<file path="src/rtl/sequence_start_arbiter.sv">
// Arbitrates four single-cycle start requests onto one sequencer, granting only
// on an alignment strobe and enforcing a post-sequence holdoff and busy timeout.
module sequence_start_arbiter #(
    parameter int BUSY_TIMEOUT  = 1000000,
    parameter int TIMEOUT_WIDTH = 21
) (
    input  logic        evgTxClk,
    input  logic        evgTxReset_n,
    input  logic [3:0]  req,
    input  logic [3:0]  enableMask,
    input  logic [15:0] holdoffTicks,
    input  logic        alignStrobe,
    input  logic        seqDone,
    input  logic        clearFlags,
    output logic        seqStart,
    output logic [1:0]  seqSelect,
    output logic        busy,
    output logic [3:0]  pending,
    output logic [3:0]  overrunFlags,
    output logic        timeoutFlag
);

    typedef enum logic [2:0] {
        ST_IDLE,
        ST_AWAIT_ALIGN,
        ST_START,
        ST_BUSY,
        ST_HOLDOFF
    } state_t;

    localparam logic [TIMEOUT_WIDTH-1:0] TIMER_LAST = TIMEOUT_WIDTH'(BUSY_TIMEOUT - 1);

    state_t                   state_q, state_d;
    logic [1:0]               sel_q, sel_d;
    logic                     start_q, start_d;
    logic                     busy_q, busy_d;
    logic [3:0]               pending_q, pending_d;
    logic [3:0]               overrun_q, overrun_d;
    logic                     timeout_q, timeout_d;
    logic [TIMEOUT_WIDTH-1:0] timer_q, timer_d;
    logic [15:0]              hold_q, hold_d;

    logic [3:0]               clr_vec;
    logic [3:0]               overrun_set;
    logic [1:0]               first_idx;
    logic                     timeout_set;

    // A request landing on its own START-cycle clear re-arms pending without an overrun.
    genvar gi;
    generate
        for (gi = 0; gi < 4; gi++) begin : g_req
            assign clr_vec[gi]     = (state_q == ST_START) && (sel_q == 2'(gi));
            assign pending_d[gi]   = enableMask[gi] & ((pending_q[gi] & ~clr_vec[gi]) | req[gi]);
            assign overrun_set[gi] = req[gi] & enableMask[gi] & pending_q[gi] & ~clr_vec[gi];
            assign overrun_d[gi]   = overrun_set[gi] | (overrun_q[gi] & ~clearFlags);
        end
    endgenerate

    always_comb begin
        first_idx = 2'd0;
        for (int i = 3; i >= 0; i--) begin
            if (pending_q[i]) begin
                first_idx = 2'(i);
            end
        end
    end

    always_comb begin
        state_d     = state_q;
        sel_d       = sel_q;
        timer_d     = timer_q;
        hold_d      = hold_q;
        timeout_set = 1'b0;
        case (state_q)
            ST_IDLE: begin
                if (|pending_q) begin
                    sel_d   = first_idx;
                    state_d = ST_AWAIT_ALIGN;
                end
            end
            ST_AWAIT_ALIGN: begin
                if (alignStrobe) begin
                    state_d = ST_START;
                end
            end
            ST_START: begin
                timer_d = '0;
                state_d = ST_BUSY;
            end
            ST_BUSY: begin
                // A timeout is treated exactly like a completion, only flagged.
                if (seqDone || (timer_q == TIMER_LAST)) begin
                    timeout_set = ~seqDone;
                    timer_d     = '0;
                    hold_d      = holdoffTicks;
                    state_d     = (holdoffTicks == 16'd0) ? ST_IDLE : ST_HOLDOFF;
                end else begin
                    timer_d = timer_q + 1'b1;
                end
            end
            ST_HOLDOFF: begin
                if (hold_q == 16'd0) begin
                    state_d = ST_IDLE;
                end else begin
                    hold_d = hold_q - 16'd1;
                end
            end
            default: begin
                state_d = ST_IDLE;
            end
        endcase
        start_d   = (state_d == ST_START);
        busy_d    = (state_d != ST_IDLE);
        timeout_d = timeout_set | (timeout_q & ~clearFlags);
    end

    always_ff @(posedge evgTxClk or negedge evgTxReset_n) begin
        if (!evgTxReset_n) begin
            state_q   <= ST_IDLE;
            sel_q     <= 2'd0;
            start_q   <= 1'b0;
            busy_q    <= 1'b0;
            pending_q <= 4'd0;
            overrun_q <= 4'd0;
            timeout_q <= 1'b0;
            timer_q   <= '0;
            hold_q    <= 16'd0;
        end else begin
            state_q   <= state_d;
            sel_q     <= sel_d;
            start_q   <= start_d;
            busy_q    <= busy_d;
            pending_q <= pending_d;
            overrun_q <= overrun_d;
            timeout_q <= timeout_d;
            timer_q   <= timer_d;
            hold_q    <= hold_d;
        end
    end

    assign seqStart     = start_q;
    assign seqSelect    = sel_q;
    assign busy         = busy_q;
    assign pending      = pending_q;
    assign overrunFlags = overrun_q;
    assign timeoutFlag  = timeout_q;

endmodule

</file>
<file path="config.mk">
export PLATFORM = sky130hd
export DESIGN_NAME = sequence_start_arbiter
export DESIGN_NICKNAME = d
export VERILOG_FILES = /design/src/rtl/sequence_start_arbiter.sv
export SDC_FILE = /design/constraint.sdc
export NUM_CORES = 1
export LEC_CHECK = 0
export CAP_MARGIN = 10
export CORE_ASPECT_RATIO = 1.2
export CORE_UTILIZATION = 54
export DETAILED_ROUTE_END_ITERATION = 8
export HOLD_SLACK_MARGIN = 0.08
export PLACE_DENSITY_LB_ADDON = 0.25
export SLEW_MARGIN = 10
export SYNTH_ARGS = -nofsm -noshare
export SYNTH_HDL_FRONTEND = slang
export SYNTH_SLANG_ARGS = --single-unit
</file>
<file path="constraint.sdc">
create_clock -name evgTxClk -period 5 [get_ports evgTxClk]
set_clock_uncertainty 0.1 [all_clocks]
set_input_delay 1 -clock evgTxClk [delete_from_list [all_inputs] [get_ports evgTxClk]]
set_output_delay 1 -clock evgTxClk [all_outputs]
set_load 0.005 [all_outputs]
</file>
After elaboration in Yosys (flattened, before gate mapping):

Cells that the tools add are included.

* register bits: 53
* latch bits: 0
* memory bits (writable): 0
* bits in read-only memories: 0
* input bits: 29
* logic and storage cells: 94
* memories kept: 0

* add/subtract/negate cells: 2
* multiply operators: 0
* divide/modulo/power cells: 0
* $lt $le $gt $ge: 0
* equality and inequality tests: 11
* shift-type cells: 0
* muxes and demuxes: 17
* bitwise gates (word level): 40
* reductions and logical operators: 15

Operators by type and width (count)
* 21-bit case mux with 2 select lines: 1
* 16-bit zero test: 2
* 16-bit 2-to-1 mux: 2
* 16-bit case mux with 2 select lines: 1
* 1-bit bitwise AND: 25
* 21-bit by 1-bit adder with 21-bit output, second input constant: 1
* 21-bit by 20-bit equality test with 1-bit output, second input constant: 1
* 21-bit 2-to-1 mux: 1
* 16-bit by 1-bit subtractor with 16-bit output, second input constant: 1
* 3-bit 2-to-1 mux: 5
* 3-bit case mux with 5 select lines: 1
* 3-bit by 2-bit equality test with 1-bit output, second input constant: 3
* 1-bit bitwise OR: 9
* 2-bit 2-to-1 mux: 4
* 1-bit inverter: 6
* 2-bit equality test, second input constant: 2
* 1-bit logical AND: 4
* 2-bit != test, second input constant: 2
* 2-bit nonzero test: 2
* 4-bit OR reduction: 1
* 3-bit by 1-bit equality test with 1-bit output, second input constant: 1
* 3-bit equality test, second input constant: 1
* 3-bit zero test: 1
* 3-bit AND reduction: 1
* 6 further kinds: 7

Logic depth before layout (Yosys ltp):

Gate-level depths: netlist (run 1).

* word-level depth: 6
* mapped depth: 8

Worst setup path before layout (run 1):

Ideal clock, no wire load.

* path type: register to register
* from: register hold_q[0]
* to: register busy_q (netlist: busy)
* library setup time: 131 ps
* data arrival time: 2158 ps
* setup slack: 2610 ps
* stages on the path, launching flop included: 9
* buffers on the path: 1
* period minus slack after synthesis: 2390 ps
* cells stage by stage: dfrtp_1 > inv_1 > ha_1 > or4b_1 > nor3_2 > a31o_2 > buf_2 > o21ai_1 > or3_1

* cells in the longest elaborated chain, start to end: 4

RTL lines
* start: declaration: line 41 `logic [15:0] hold_q, hold_d;`
* start signal: assignment: line 137 `hold_q <= hold_d;`
* 16-bit zero test: line 102 `if (hold_q == 16'd0) begin`
* 3-bit 2-to-1 mux: line 102
* 3-bit case mux with 5 select lines: line 74 `case (state_q)`
* net state_d[2]: line 33 `state_t state_q, state_d;`
* 3-bit nonzero test: line 113 `busy_d = (state_d != ST_IDLE);`
* net busy_d: line 36 `logic busy_q, busy_d;`
* end signal: assignment: line 132 `busy_q <= busy_d;`
* end: declaration: line 36

The timed path passes the listed nets, and every way through them passes these cells.
A chain may end at the register's enable or synchronous reset.

Worst setup path after layout (run 1):

* from: register state_q[1]
* to: register timer_q[19]

* cells in the longest elaborated chain, start to end: 2
* elaborated cells between the ends (all ways): 4
* classes of those cells: eq/ne (2); mux (1); reduce/logical (1)

RTL lines
* start: declaration: line 33
* start signal: assignment: line 129 `state_q <= state_d;`
* 3-bit by 2-bit equality test with 1-bit output: line 74
* 21-bit case mux with 2 select lines / 2-bit nonzero test (equally long branches)
* end signal: assignment: line 136 `timer_q <= timer_d;`
* end: declaration: line 40 `logic [TIMEOUT_WIDTH-1:0] timer_q, timer_d;`

Several ways; a longest one is shown, not always the timed one.

==> impl_metrics.json, run 1 <==
{
  "drt_wl_total_mm": 7.008,
  "reg2reg_depth": 6,
  "multi_input_area_um2": 1565,
  "netlist_top_cells_area": "dfrtp_1 (44%), a21oi_1 (4.3%), nand2_1 (3.8%)",
  "synth-xor-area-share_pct": 0.5790,
  "maxSlewViolCount": 0,
  "ir_drop_mv": 0.2403,
  "yosys.area_share.simple_pct": 23.12,
  "grt_pass1_wl_mm": 12.05,
  "ys_top_cells_by_count": "dfrtp_1 (53), nand2_1 (31), a21oi_1 (26), nor2_1 (26), o21ai_0 (18)",
  "hold_viol_final": 0,
  "synth_top_family_by_area": "compound AO/OA/AOI/OAI gates",
  "grt_pass1_vias": 2669,
  "gp_congestion": 0.8471,
  "min-delay-start": "overrunFlags[2]$_DFF_PN0_",
  "ys_seq_elements": 53,
  "hold-path-cell-count": 1,
  "cts_root_buf": "clkbuf_8",
  "worst_slew_pin_slew_ps": 896.3,
  "total_power_mw": 1.489,
  "ff2ff_setup_slack_ps": 2030,
  "wl_per_cell_um": 16.22,
  "finalSetupViolCount": 0,
  "finalNonFillerCells": 432,
  "p_seq_share_pct": 44.7,
  "core_um2": 5334,
  "io_buffers": 41,
  "post-dp-hpwl_mm": 4.906,
  "clk_latency_ps": 300,
  "setup_slack_ps": 2028,
  "pre_cts_slack_ps": 2028,
  "clk_pin_slew_ps": 80,
  "yosys.area.top_type": "dfrtp_1",
  "synth.area.mux_share_pct": 0.6617,
  "synth.most_common_cell": "dfrtp_1",
  "hold_class": "reg -> reg",
  "syn_area_um2": 3025,
  "p_clk_share_pct": 16.1,
  "grt.total_usage_pct": 25.05,
  "power_density_nw_per_um2": 422.1,
  "yosysSeqAreaShare_pct": 43.84,
  "hold_buffers": 0,
  "rr_endpoint": "timer_q[19]$_DFFE_PN0P_",
  "min_period_ps": 2972,
  "synth_edf_count": 0,
  "status": "complete, no violations",
  "crit_arrival_ps": 3080,
  "ys_warn_count": 0,
  "clock_path_buffers": 2,
  "synth_nets": 371,
  "cap_violations": 0,
  "nFillCells": 443,
  "post_cts_resized": 0,
  "p_sw_share_pct": 39.62,
  "post-cts-setup-buffer-count": 0,
  "via_count": 2756,
  "vias_per_cell": 6.380,
  "tns_ps": 0,
  "die_y_um": 84.00,
  "grt_max_degree": 54,
  "dp_cells": 425,
  "htreeDepth": 2,
  "drive_above_1_share_pct": 5.135,
  "cp_max_fo": 43,
  "drt_iter0_drc": 256,
  "cts_made_buffers": 5,
  "fin_crit_sh_pct": 59.45,
  "fin_util_pct": 66.15,
  "synth-adder-area-share_pct": 0.8271,
  "grt-ovfl-total": 0,
  "relSlewSlack_pct": 40.10,
  "die-area_um2": 5907,
  "ios": 42,
  "critPathCaptureType": "flip-flop",
  "critPathRequiredTime_ps": 5110,
  "initial_utilization_pct": 56.72,
  "synth-async-reset-ratio_pct": 100.0,
  "r2r-start": "state_q[1]$_DFF_PN0_",
  "rsz0062_at_grt": "false",
  "nets": 401,
  "cts_tree": "done",
  "critPathKind": "reg -> reg",
  "seqCellArea_um2": 1326,
  "p_comb_share_pct": 39.3,
  "startpoint_type": "flip-flop",
  "min_to": "overrunFlags[2]$_DFF_PN0_",
  "antenna_found_initial": 0,
  "rows": 29,
  "power_leakage_nw": 1.359,
  "synth_compound_area_share_pct": 26.30,
  "drc": 0,
  "layout-area-overhead-vs-synth_pct": 16.63,
  "synth_cells": 340,
  "yosysUniqueCellTypes": 59,
  "antennaDiodeCount": 0,
  "p_sw_mw": 0.5901,
  "max_freq_ghz": 0.3364,
  "avgSynthCellArea_um2": 8.898,
  "clock-sinks": 53,
  "antenna_left": 0,
  "synth_top_area_share_pct": 43.84,
  "synth_flop_cell": "dfrtp_1",
  "intPower_mw": 0.8992,
  "firstDrtPassIters": 5,
  "die_width_um": 70.33
}
==> critical path, stage by stage (launching register included) <==
cell and delay (ps):
dfrtp_1 480, nor2b_1 690, nand2_1 490, a211oi_4 320, buf_4 430, a41oi_1 180
a31oi_1 190
==> cells in the final DEF, fill, tap and decap left out, types with 5 or more instances in the layout <==
cell	synthesis	final
dfrtp_1	53	53
clkdlybuf4s50_1	0	40
nand2_1	31	31
a21oi_1	26	26
nor2_1	26	26
o21ai_0	18	18
a31oi_1	15	15
inv_1	14	14
nand3_1	14	14
nor3_1	12	12
nor4_1	8	8
nand4_1	7	7
o41ai_1	7	7
clkbuf_8	0	6
o21a_1	5	5
a211o_1	5	5
or4_1	5	5
o22ai_1	5	5
==> per-layer routing <==
metal  part of all wire, %  up-vias  track usage, %
met3                   4.3        7           3.986
li1                      -     1351               -
met5                     0        -               0
met2                    51       80           44.94
met1                    44     1318           30.80
met4                   1.0        0           6.727
==> cell families after synthesis <==
group / Yosys count
mux: 2
simple gates: 130
flops: 53
buf+inv: 34
xor+xnor: 2
compound gates: 117
fa+ha+maj: 2
==> layout make-up <==
cell class / count / share of cell area [%]
Timing Repair Buffer: 43 / 11.91
Clock buffer: 7 / 2.447
Tap cell: 62 / 2.199
Multi-Input combinational cell: 253 / 44.36
Inverter: 14 / 1.489
Sequential cell: 53 / 37.59
==> worst max path at each step <==
stage                     startpoint                      end  slack, ps  depth (start not counted)
4_1_cts         state_q[1]$_DFF_PN0_  timer_q[19]$_DFFE_PN0P_       2000                          6
3_5_place_dp    state_q[1]$_DFF_PN0_  timer_q[19]$_DFFE_PN0P_       2030                          6
3_3_place_gp    state_q[1]$_DFF_PN0_  timer_q[20]$_DFFE_PN0P_       2120                          5
5_1_grt         state_q[1]$_DFF_PN0_  timer_q[17]$_DFFE_PN0P_       1760                          6
2_1_floorplan  hold_q[0]$_DFFE_PN0P_           busy$_DFF_PN0_       2610                          8
6_report        state_q[1]$_DFF_PN0_  timer_q[19]$_DFFE_PN0P_       2030                          6
==> power groups by stage <==
| stage | clock network, mW | logic [mW] | registers, mW |
|---|---|---|---|
| floorplan | 0 | 0.437 | 0.626 |
| global placement | 0 | 0.570 | 0.663 |
| detailed placement | 0 | 0.585 | 0.669 |
| CTS | 0.250 | 0.587 | 0.661 |
| global route | 0.265 | 0.648 | 0.681 |
| finish | 0.239 | 0.585 | 0.665 |
==> metrics by stage <==
step	area [um^2]	hold slack, ps
after detailed placement	3442	382.9
after CTS	3528	407.9
after floorplan	3025	352.5
after global routing	3528	412.9
after global placement	3442	374.0
final	3528	409.1
==> flip-flops by register name (all words and copies together), names as in the netlist <==
| name | cells |
|---|---|
| timer_q | 21 |
| hold_q | 16 |
| state_q | 3 |
| pending | 4 |
| overrunFlags | 4 |
| seqStart | 1 |
| timeoutFlag | 1 |
| seqSelect | 2 |
| busy | 1 |
(Power assumes the default switching activity.)
==> inputs of run 2 (changes only) <==
==> constraint.sdc (replaced) <==
create_clock -name evgTxClk -period 3.1 [get_ports evgTxClk]
set_clock_uncertainty 0.1 [all_clocks]
set_input_delay 0.62 -clock evgTxClk [delete_from_list [all_inputs] [get_ports evgTxClk]]
set_output_delay 0.62 -clock evgTxClk [all_outputs]
set_load 0.005 [all_outputs]
==> impl_metrics.json, run 2 (synthesized netlist as in run 1, its figures left out) <==
{
  "crit_arrival_ps": 2760,
  "slowest_stage": "or4b_1",
  "drt_wl_total_mm": 7.259,
  "power_density_nw_per_um2": 700.4,
  "die_width_um": 70.33,
  "largestRegisters": "timer_q: 21 flops, hold_q: 16 flops",
  "critPathCaptureType": "flip-flop",
  "maxSlewViolCount": 0,
  "critPathKind": "reg -> reg",
  "die-area_um2": 5907,
  "cap_violations": 0,
  "max_freq_ghz": 0.3795,
  "fin_util_pct": 67.18,
  "relSlewSlack_pct": 50.20,
  "grt_pass1_wl_mm": 12.36,
  "power_leakage_nw": 1.393,
  "nets": 406,
  "hold_viol_final": 0,
  "rsz0062_at_grt": "false",
  "via_count": 2788,
  "fin_hold_ws_ps": 134.8,
  "initial_utilization_pct": 56.72,
  "grt-ovfl-total": 0,
  "cp_max_fo": 10,
  "antenna_left": 0,
  "largest_register": "timer_q",
  "worst_slew_pin_slew_ps": 747.1,
  "grt_pass1_vias": 2636,
  "die_y_um": 84.00,
  "post-cts-setup-buffer-count": 0,
  "clock-sinks": 53,
  "core_um2": 5334,
  "htreeDepth": 2,
  "critPathMaxStageDelay_ps": 560,
  "clk_pin_slew_ps": 100,
  "worstPathCellList": "inv_1 > ha_1 > or4b_1 > nor3_2 > a31o_2 > a21oi_1 > a22oi_1",
  "gp_congestion": 0.8983,
  "fin_crit_sh_pct": 85.00,
  "drt_iter0_drc": 225,
  "clk_latency_ps": 310,
  "min_period_ps": 2635,
  "final_common_cell": "dfrtp_1",
  "ir_drop_mv": 0.4496,
  "tns_ps": 0,
  "most-common-layout-cells": "dfrtp_1 (53), clkdlybuf4s50_1 (40), nand2_1 (31)",
  "dp_cells": 430,
  "drc": 0,
  "post-dp-hpwl_mm": 5.141,
  "startpoint_type": "flip-flop",
  "status": "complete, no violations",
  "firstDrtPassIters": 4,
  "drive_above_1_share_pct": 6.667,
  "grt_max_degree": 37,
  "cts_root_buf": "clkbuf_8",
  "hold_class": "in -> async",
  "antenna_found_initial": 0,
  "layout-area-overhead-vs-synth_pct": 18.45,
  "post_cts_resized": 0,
  "clock_path_buffers": 2,
  "pre_cts_slack_ps": 509.9,
  "vias_per_cell": 6.380,
  "setup_slack_ps": 464.9,
  "largest_reg_flops": 21,
  "ios": 42,
  "hold_buffers": 0,
  "grt.total_usage_pct": 26.19,
  "finalSetupViolCount": 0,
  "io_buffers": 41,
  "cts_made_buffers": 5,
  "rows": 29,
  "cts_tree": "done",
  "finalNonFillerCells": 437,
  "critPathRequiredTime_ps": 3220,
  "nFillCells": 432,
  "antennaDiodeCount": 0,
  "wl_per_cell_um": 16.61
}
run 2: changes by cell type in the layout (fill, tap and decap cells not counted), sizes merged:
cell    delta
clkinv     +1
buf        +5
bufinv     +1
clkbuf     -2
run 2: where the power goes:
part / switching [mW] / leakage, nW / internal (mW)
Sequential: 0.209 / 0.684 / 0.862
Clock: 0.222 / 0.0540 / 0.235
Combinational: 0.543 / 0.656 / 0.437
Total: 0.975 / 1.39 / 1.53
run 2: path summary, 6_finish.rpt:
check                           slack, ps                 startpoint  cells after the start                         to
worst max-delay path                  460      hold_q[0]$_DFFE_PN0P_                      7     hold_q[14]$_DFFE_PN0P_
min in group evgTxClk                 400  overrunFlags[0]$_DFF_PN0_                      1  overrunFlags[0]$_DFF_PN0_
worst min register to register        400  overrunFlags[0]$_DFF_PN0_                      1  overrunFlags[0]$_DFF_PN0_
max in group asynchronous            1960               evgTxReset_n                      2     timer_q[0]$_DFFE_PN0P_
worst min-delay path                  130               evgTxReset_n                      1      hold_q[6]$_DFFE_PN0P_
worst max register to register        460      hold_q[0]$_DFFE_PN0P_                      7     hold_q[14]$_DFFE_PN0P_
run 2: routing by layer:
layer,GRT usage [%],share of wire (%),vias up
met5,0,0,-
li1,-,-,1371
met1,33.31,42,1305
met4,10.36,1.7,0
met2,44.07,51,100
met3,4.348,5.6,12
run 2: stage by stage:
| step | cell area [um^2] | power, mW |
|---|---|---|
| 2_1_floorplan | 3025 | 1.715 |
| 3_3_place_gp | 3480 | 2.023 |
| 3_5_place_dp | 3480 | 2.054 |
| 4_1_cts | 3583 | 2.512 |
| 5_1_grt | 3583 | 2.685 |
| 6_report | 3583 | 2.510 |
run 2: worst max-delay path, delay by kind of cell (launching register included):
family          cells  cell delay [ps]
flops               1              400
fa+ha+maj           1              210
simple gates        2              900
compound gates      3              850
buf+inv             1               90
run 2: final cells by class:
cell class                      instances  area (um^2)  share of cell area (%)
Clock buffer                            5        68.82                   1.920
Clock inverter                          2        35.03                  0.9777
Inverter                               14        52.55                   1.466
Multi-Input combinational cell        253         1565                   43.68
Sequential cell                        53         1326                   37.01
Tap cell                               62        77.57                   2.165
Timing Repair Buffer                   48        457.9                   12.78
